**src/rtl/timer_arbiter.sv**
```systemverilog
// timer_arbiter: two-requester round-robin run timer with shared counter and inter-run gap.
// Revision 1.0
`default_nettype none

module timer_arbiter #(
  parameter int WIDTH = 8,
  parameter int GAP   = 1
) (
  input  logic             clk,
  input  logic             reset,
  input  logic [1:0]       req,
  input  logic [WIDTH-1:0] len0,
  input  logic [WIDTH-1:0] len1,
  output logic [1:0]       gnt,
  output logic [WIDTH-1:0] qout,
  output logic             busy,
  output logic [1:0]       done,
  output logic             abort
);

  localparam int GW = (GAP > 1) ? $clog2(GAP) : 1;

  typedef enum logic [1:0] {
    S_IDLE = 2'd0,
    S_RUN  = 2'd1,
    S_GAP  = 2'd2
  } state_t;

  state_t           state_q, state_d;
  logic [1:0]       gnt_q, gnt_d;
  logic [WIDTH-1:0] qout_q, qout_d;
  logic [WIDTH-1:0] len_q, len_d;
  logic [1:0]       done_q, done_d;
  logic             abort_q, abort_d;
  logic             last_q, last_d;
  logic [GW-1:0]    gap_q, gap_d;
  logic             pick;
  logic             run_last;
  logic             cur;

  // A latched length of zero wraps to all-ones here, giving a full 2^WIDTH run.
  assign run_last = (qout_q == (len_q - WIDTH'(1)));
  assign cur      = gnt_q[1];

  always_comb begin
    state_d = state_q;
    gnt_d   = gnt_q;
    qout_d  = qout_q;
    len_d   = len_q;
    done_d  = 2'b00;
    abort_d = 1'b0;
    last_d  = last_q;
    gap_d   = gap_q;
    pick    = 1'b0;
    case (state_q)
      S_IDLE: begin
        if (|req) begin
          pick    = (req == 2'b11) ? ~last_q : req[1];
          state_d = S_RUN;
          gnt_d   = pick ? 2'b10 : 2'b01;
          qout_d  = '0;
          len_d   = pick ? len1 : len0;
          last_d  = pick;
        end
      end
      S_RUN: begin
        if (run_last || !req[cur]) begin
          if (run_last) done_d = gnt_q;
          else          abort_d = 1'b1;
          gnt_d  = 2'b00;
          qout_d = '0;
          if (GAP == 0) begin
            state_d = S_IDLE;
          end else begin
            state_d = S_GAP;
            gap_d   = GW'(GAP - 1);
          end
        end else begin
          qout_d = qout_q + WIDTH'(1);
        end
      end
      S_GAP: begin
        if (gap_q == '0) state_d = S_IDLE;
        else             gap_d   = gap_q - GW'(1);
      end
      default: state_d = S_IDLE;
    endcase
  end

  // last_q resets to 1 so requester 0 wins the first contention.
  always_ff @(posedge clk or posedge reset) begin
    if (reset) begin
      state_q <= S_IDLE;
      gnt_q   <= 2'b00;
      qout_q  <= '0;
      len_q   <= '0;
      done_q  <= 2'b00;
      abort_q <= 1'b0;
      last_q  <= 1'b1;
      gap_q   <= '0;
    end else begin
      state_q <= state_d;
      gnt_q   <= gnt_d;
      qout_q  <= qout_d;
      len_q   <= len_d;
      done_q  <= done_d;
      abort_q <= abort_d;
      last_q  <= last_d;
      gap_q   <= gap_d;
    end
  end

  assign gnt   = gnt_q;
  assign qout  = qout_q;
  assign busy  = (state_q != S_IDLE);
  assign done  = done_q;
  assign abort = abort_q;

endmodule

`default_nettype wire

```
**config.mk**
```make
export PLATFORM = sky130hd
export DESIGN_NAME = timer_arbiter
export DESIGN_NICKNAME = d
export VERILOG_FILES = /design/src/rtl/timer_arbiter.sv
export SDC_FILE = /design/constraint.sdc
export NUM_CORES = 1
export LEC_CHECK = 0
export BUFFER_PORTS_ARGS = -buffer_cell sky130_fd_sc_hd__buf_2
export CORE_MARGIN = 4
export CORE_UTILIZATION = 52
export CTS_CLUSTER_SIZE = 25
export DETAILED_ROUTE_END_ITERATION = 7
export GPL_TIMING_DRIVEN = 0
export PLACE_DENSITY = 0.78
export SLEW_MARGIN = 10
export SYNTH_ARGS = -nofsm -noshare
export SYNTH_HDL_FRONTEND = slang
export SYNTH_SLANG_ARGS = --single-unit
```
**constraint.sdc**
```tcl
create_clock -name clk -period 2.91 [get_ports clk]
set_input_delay 0.582 -clock clk [delete_from_list [all_inputs] [get_ports clk]]
set_output_delay 0.582 -clock clk [all_outputs]
set_load 0.005 [all_outputs]
```
Word level (Yosys, flattened, before mapping)
Index checks and enable logic that the tools add are counted.

RAM bits: 0. Memories: 0. Register bits after elaboration: 25. Input bits: 20. Logic and storage cells: 56. Output and inout bits: 14. Latch bits: 0. Bits in read-only memories: 0.

Shift-type cells: 0. Muxes and demuxes: 24. Div/mod/pow operators: 0. Equal/unequal tests: 7. $mul: 0. $lt $le $gt $ge: 1. Reduce and logical (&&, ||, !) cells: 12. $add $sub $neg: 3. Bitwise operators: 1.

Operator list (number): 8-bit two-way mux (3); 2-bit two-way mux (9); 8-bit case mux with 2 select lines (1); 8-bit by 1-bit adder with 8-bit output, second input constant (1); 8-bit equality test (1); 1-bit two-way mux (8); 8-bit by 1-bit subtractor with 8-bit output, second input constant (1); 2-bit != test, second input constant (3); 2-bit case mux with 3 select lines (1); 2-bit AND reduction (3); 3-bit AND reduction (2); 2-bit nonzero test (3); 2-bit equality test, second input constant (2); 2-bit case mux with 2 select lines (1); 2-bit by 1-bit equality test with 1-bit output, second input constant (1); 2-bit zero test (1); 1-bit by 2-bit < comparator with 1-bit output, second input constant (1); 1-bit case mux with 2 select lines (1); 2-bit OR reduction (1); 1-bit zero test (1); 1-bit logical OR (1); 1-bit inverter (1); 1-bit subtractor, second input constant (1).

Depth between registers and ports, before layout
Depth after elaboration: 6. Gate-level depth with buffers: 8.

Least setup slack after synthesis
Ideal clock, no wire load.

Kind: reg-to-reg. From: register len_q[2]. To: register qout_q[7] (netlist: qout[7]). Path buffers: 0. Stages on the path, launching flop included: 7. Slack: 0.795 ns. Library setup time: 0.126 ns. Data required time: 2.784 ns. Arrival: 1.989 ns. Cell sequence: dfrtp_1 or3_1 a211oi_2 o21ai_1 a2111oi_4 nor2_2 a221o_1.

Cells in the longest elaborated chain, start to end: 5.

RTL lines: from (decl) (RTL line 32) `logic [WIDTH-1:0] len_q, len_d;`; from (signal assigned) (RTL line 105) `len_q <= len_d;`; 8-bit by 1-bit subtractor with 8-bit output (RTL line 42) `assign run_last = (qout_q == (len_q - WIDTH'(1)));`; 8-bit equality test (RTL line 42); 1-bit logical OR (RTL line 67) `if (run_last || !req[cur]) begin`; 8-bit two-way mux (RTL line 67); 8-bit case mux with 2 select lines (RTL line 55) `case (state_q)`; to (signal assigned) (RTL line 104) `qout_q <= qout_d;`; to (decl) (RTL line 31) `logic [WIDTH-1:0] qout_q, qout_d;`.

No other way between the ends. A chain may end at the register's enable or synchronous reset.

Worst setup path after layout
Ends and elaborated chain as after synthesis.

==> flow_metrics.tcl <==
set metrics [dict create \
    cts_made_buffers 3 \
    reg2reg_slack_ns 0.50 \
    ys_warn_count 0 \
    rows 18 \
    critPathMaxStageDelay_ns 0.59 \
    cp-start-kind "flop" \
    end_kind "flop" \
    clkLatencyLatePin_ns 0.32 \
    ir_worst_vdd_v 0.0005645 \
    synth.most_common_cell "dfrtp_1" \
    min_period_ns 2.412 \
    rsz0062_at_grt "no" \
    cts_resized 0 \
    timing.final.crit_share_pct 82.88 \
    antenna_found_initial 0 \
    fp.dieW_um 58.96 \
    cap_violations 0 \
    route.detailed.drc 0 \
    r2r-start "len_q[2]" \
    worst-setup-path-type "reg -> reg" \
    h-tree-depth 1 \
    hold_buffers 0 \
    vias 1187 \
    postCtsSetupBuffers 0 \
    cts.clk_slew.worst_paths_ns 0.13 \
    critPathArrivalTime_ns 2.63 \
    path_buf_inv 0 \
    ys_ff_latch 24 \
    grt_pass1_vias 1194 \
    layout.nets 201 \
    fmax_ghz 0.4146 \
    cts_root_buf "clkbuf_4" \
    skew_ns 0.005826 \
    avgSynthCellArea_um2 9.575 \
    relSlewSlack_pct 40.23 \
    cts_tree "built" \
    routedWlPerCell_um 14.33 \
    hold_viol 0 \
    nFillCells 225 \
    yosysSeqAreaShare_pct 44.58 \
    p_leak_nw 0.7724 \
    wl_um 2981 \
    drtAntennaViolNets 0 \
    yosysUniqueCellTypes 38 \
    r2r_end "qout[7]" \
    yosys.area.top_type_share_pct 42.63 \
    clock_sinks 24 \
    place.gp.congestion 0.7953 \
    core_area_um2 2477 \
    grt_start_max_net_pins 25 \
    ioPinCount 34 \
    dp_hpwl_um 2316 \
    drive_gt1_share_pct 24.72 \
    setup_violations 0 \
    tightest_slew_ns 0.8956 \
    cp_max_fo 9 \
    worstHoldPathType "in -> async" \
    critical-path-top-delay-family "compound AO/OA/AOI/OAI gates" \
    initial_utilization_pct 54.49 \
    die_y_um 58.96 \
    cpMaxStageDelayCell "a2111oi_4" \
    grt-ovfl-total 0 \
    grt_pass1_wl_um 5126 \
    rr_worst_depth 6 \
    die-area_um2 3476 \
    p_per_area_nw_per_um2 858.8 \
    synthTopCellsByArea "dfrtp_1 (43%), mux2i_1 (5.9%), nand2_1 (4.7%)" \
    groute.usage.overall_pct 18.98 \
    syn2layout_area_growth_pct 17.70 \
    status "complete, no violations" \
    clockBufferDepth 2 \
    synth_area_leader_cell "dfrtp_1" \
    vias_per_cell 5.707 \
    ys.flop_type "dfrtp_1" \
    netlist_instances 141 \
    drt_iter0_markers 47 \
    synth_area_um2 1350 \
    dr.pass1.iters 4 \
    synth_edf_count 0 \
    path_cells "or3_1 > a211oi_2 > o21ai_1 > a2111oi_4 > nor2_2 > a221o_1" \
    synthTopCellsByCount "dfrtp_1 (23), nand2_1 (17), o21ai_0 (10), nor3_1 (9), mux2i_1 (8)" \
    numPortBuffers 33 \
    synth_nets 163 \
    antennaDiodeCount 0 \
    synth-async-reset-ratio_pct 100.0 \
    setup-tns-final_ns 0 \
    fin_util_pct 64.14 \
    maxSlewViolCount 0 \
    cp.required_ns 3.12 \
]
cell usage in the layout (no fill, tap or decap), types with 2 or more instances in the layout:
cell type and n:
buf_2 33, mux2i_1 8, a31oi_1 3, ha_1 2, nand3_1 4, clkbuf_1 4, clkbuf_4 3, and3_1 4
o21ai_1 3, nor3_1 9, a22o_1 2, nor2b_1 2, xor2_1 7, inv_1 5, o21ai_0 10, nor2_1 7
o2111ai_1 2, nand2_1 17, nand3b_1 2, nand2b_1 3, xnor2_1 6, dfrtp_1 23
state kept, by name, summed over array words and instances, names as in the netlist:
signal,cells
state_q,2
qout,8
abort,1
done,2
last_q,1
len_q,8
gnt,2
how the worst max path moves through the flow:
stage | from | end | slack [ns] | cells after the start
floorplan | len_q[2] | qout[7] | 0.80 | 6
global placement | len_q[2] | qout[7] | 0.58 | 6
detailed placement | len_q[2] | qout[7] | 0.53 | 6
CTS | len_q[2] | qout[7] | 0.50 | 6
global route | len_q[2] | qout[7] | 0.36 | 6
finish | len_q[2] | qout[7] | 0.50 | 6
logic make-up (layout without fill, tap and decap cells):
logic type	count (synthesis)	count (layout)	share of synthesized area [%]
and+or+nand+nor	52	52	18.63
buffers and inverters	10	47	2.780
xor gates and xnor gates	13	13	8.434
AOI/OAI and AO/OA	31	31	16.96
adders and majority gates	2	2	1.853
muxes	9	9	6.766
DFF	24	24	44.58
per-layer routing:
metal  vias up  part of all wire (%)  routed length (µm)  track usage [%]
li1        575                     -                   -                -
met1       585                    44                1301            24.23
met2        22                    52                1552            31.70
met3         5                   2.7                  79            2.632
met4         0                   1.5                  46            8.738
met5         -                     0                   0                0
where the power goes:
group          switching [W]  internal [W]
Combinational       0.000367      0.000262
Sequential          0.000117      0.000444
Clock              0.0000979     0.0000766
layout make-up:
type,count,area [µm²],area share [%]
multi-input cells,107,710.7,44.72
well taps,30,37.54,2.362
flip-flops and latches,24,601.8,37.87
clock buffers,4,36.28,2.283
inverters,5,18.77,1.181
plain buffers,5,18.77,1.181
repair buffers,33,165.2,10.39
per-stage QoR:
stage / hold slack, ns / cells / power, W / setup slack (ns) / area (µm²)
finish: 0.4280 / 208 / 0.001365 / 0.4982 / 1589
global route: 0.4663 / 208 / 0.001490 / 0.3642 / 1589
global placement: 0.4990 / 204 / 0.001166 / 0.5781 / 1553
floorplan: 0.4704 / 141 / 0.001019 / 0.7951 / 1350
CTS: 0.4476 / 208 / 0.001376 / 0.4983 / 1589
detailed placement: 0.5260 / 204 / 0.001198 / 0.5273 / 1553
Power figures use the tool's default switching activity.
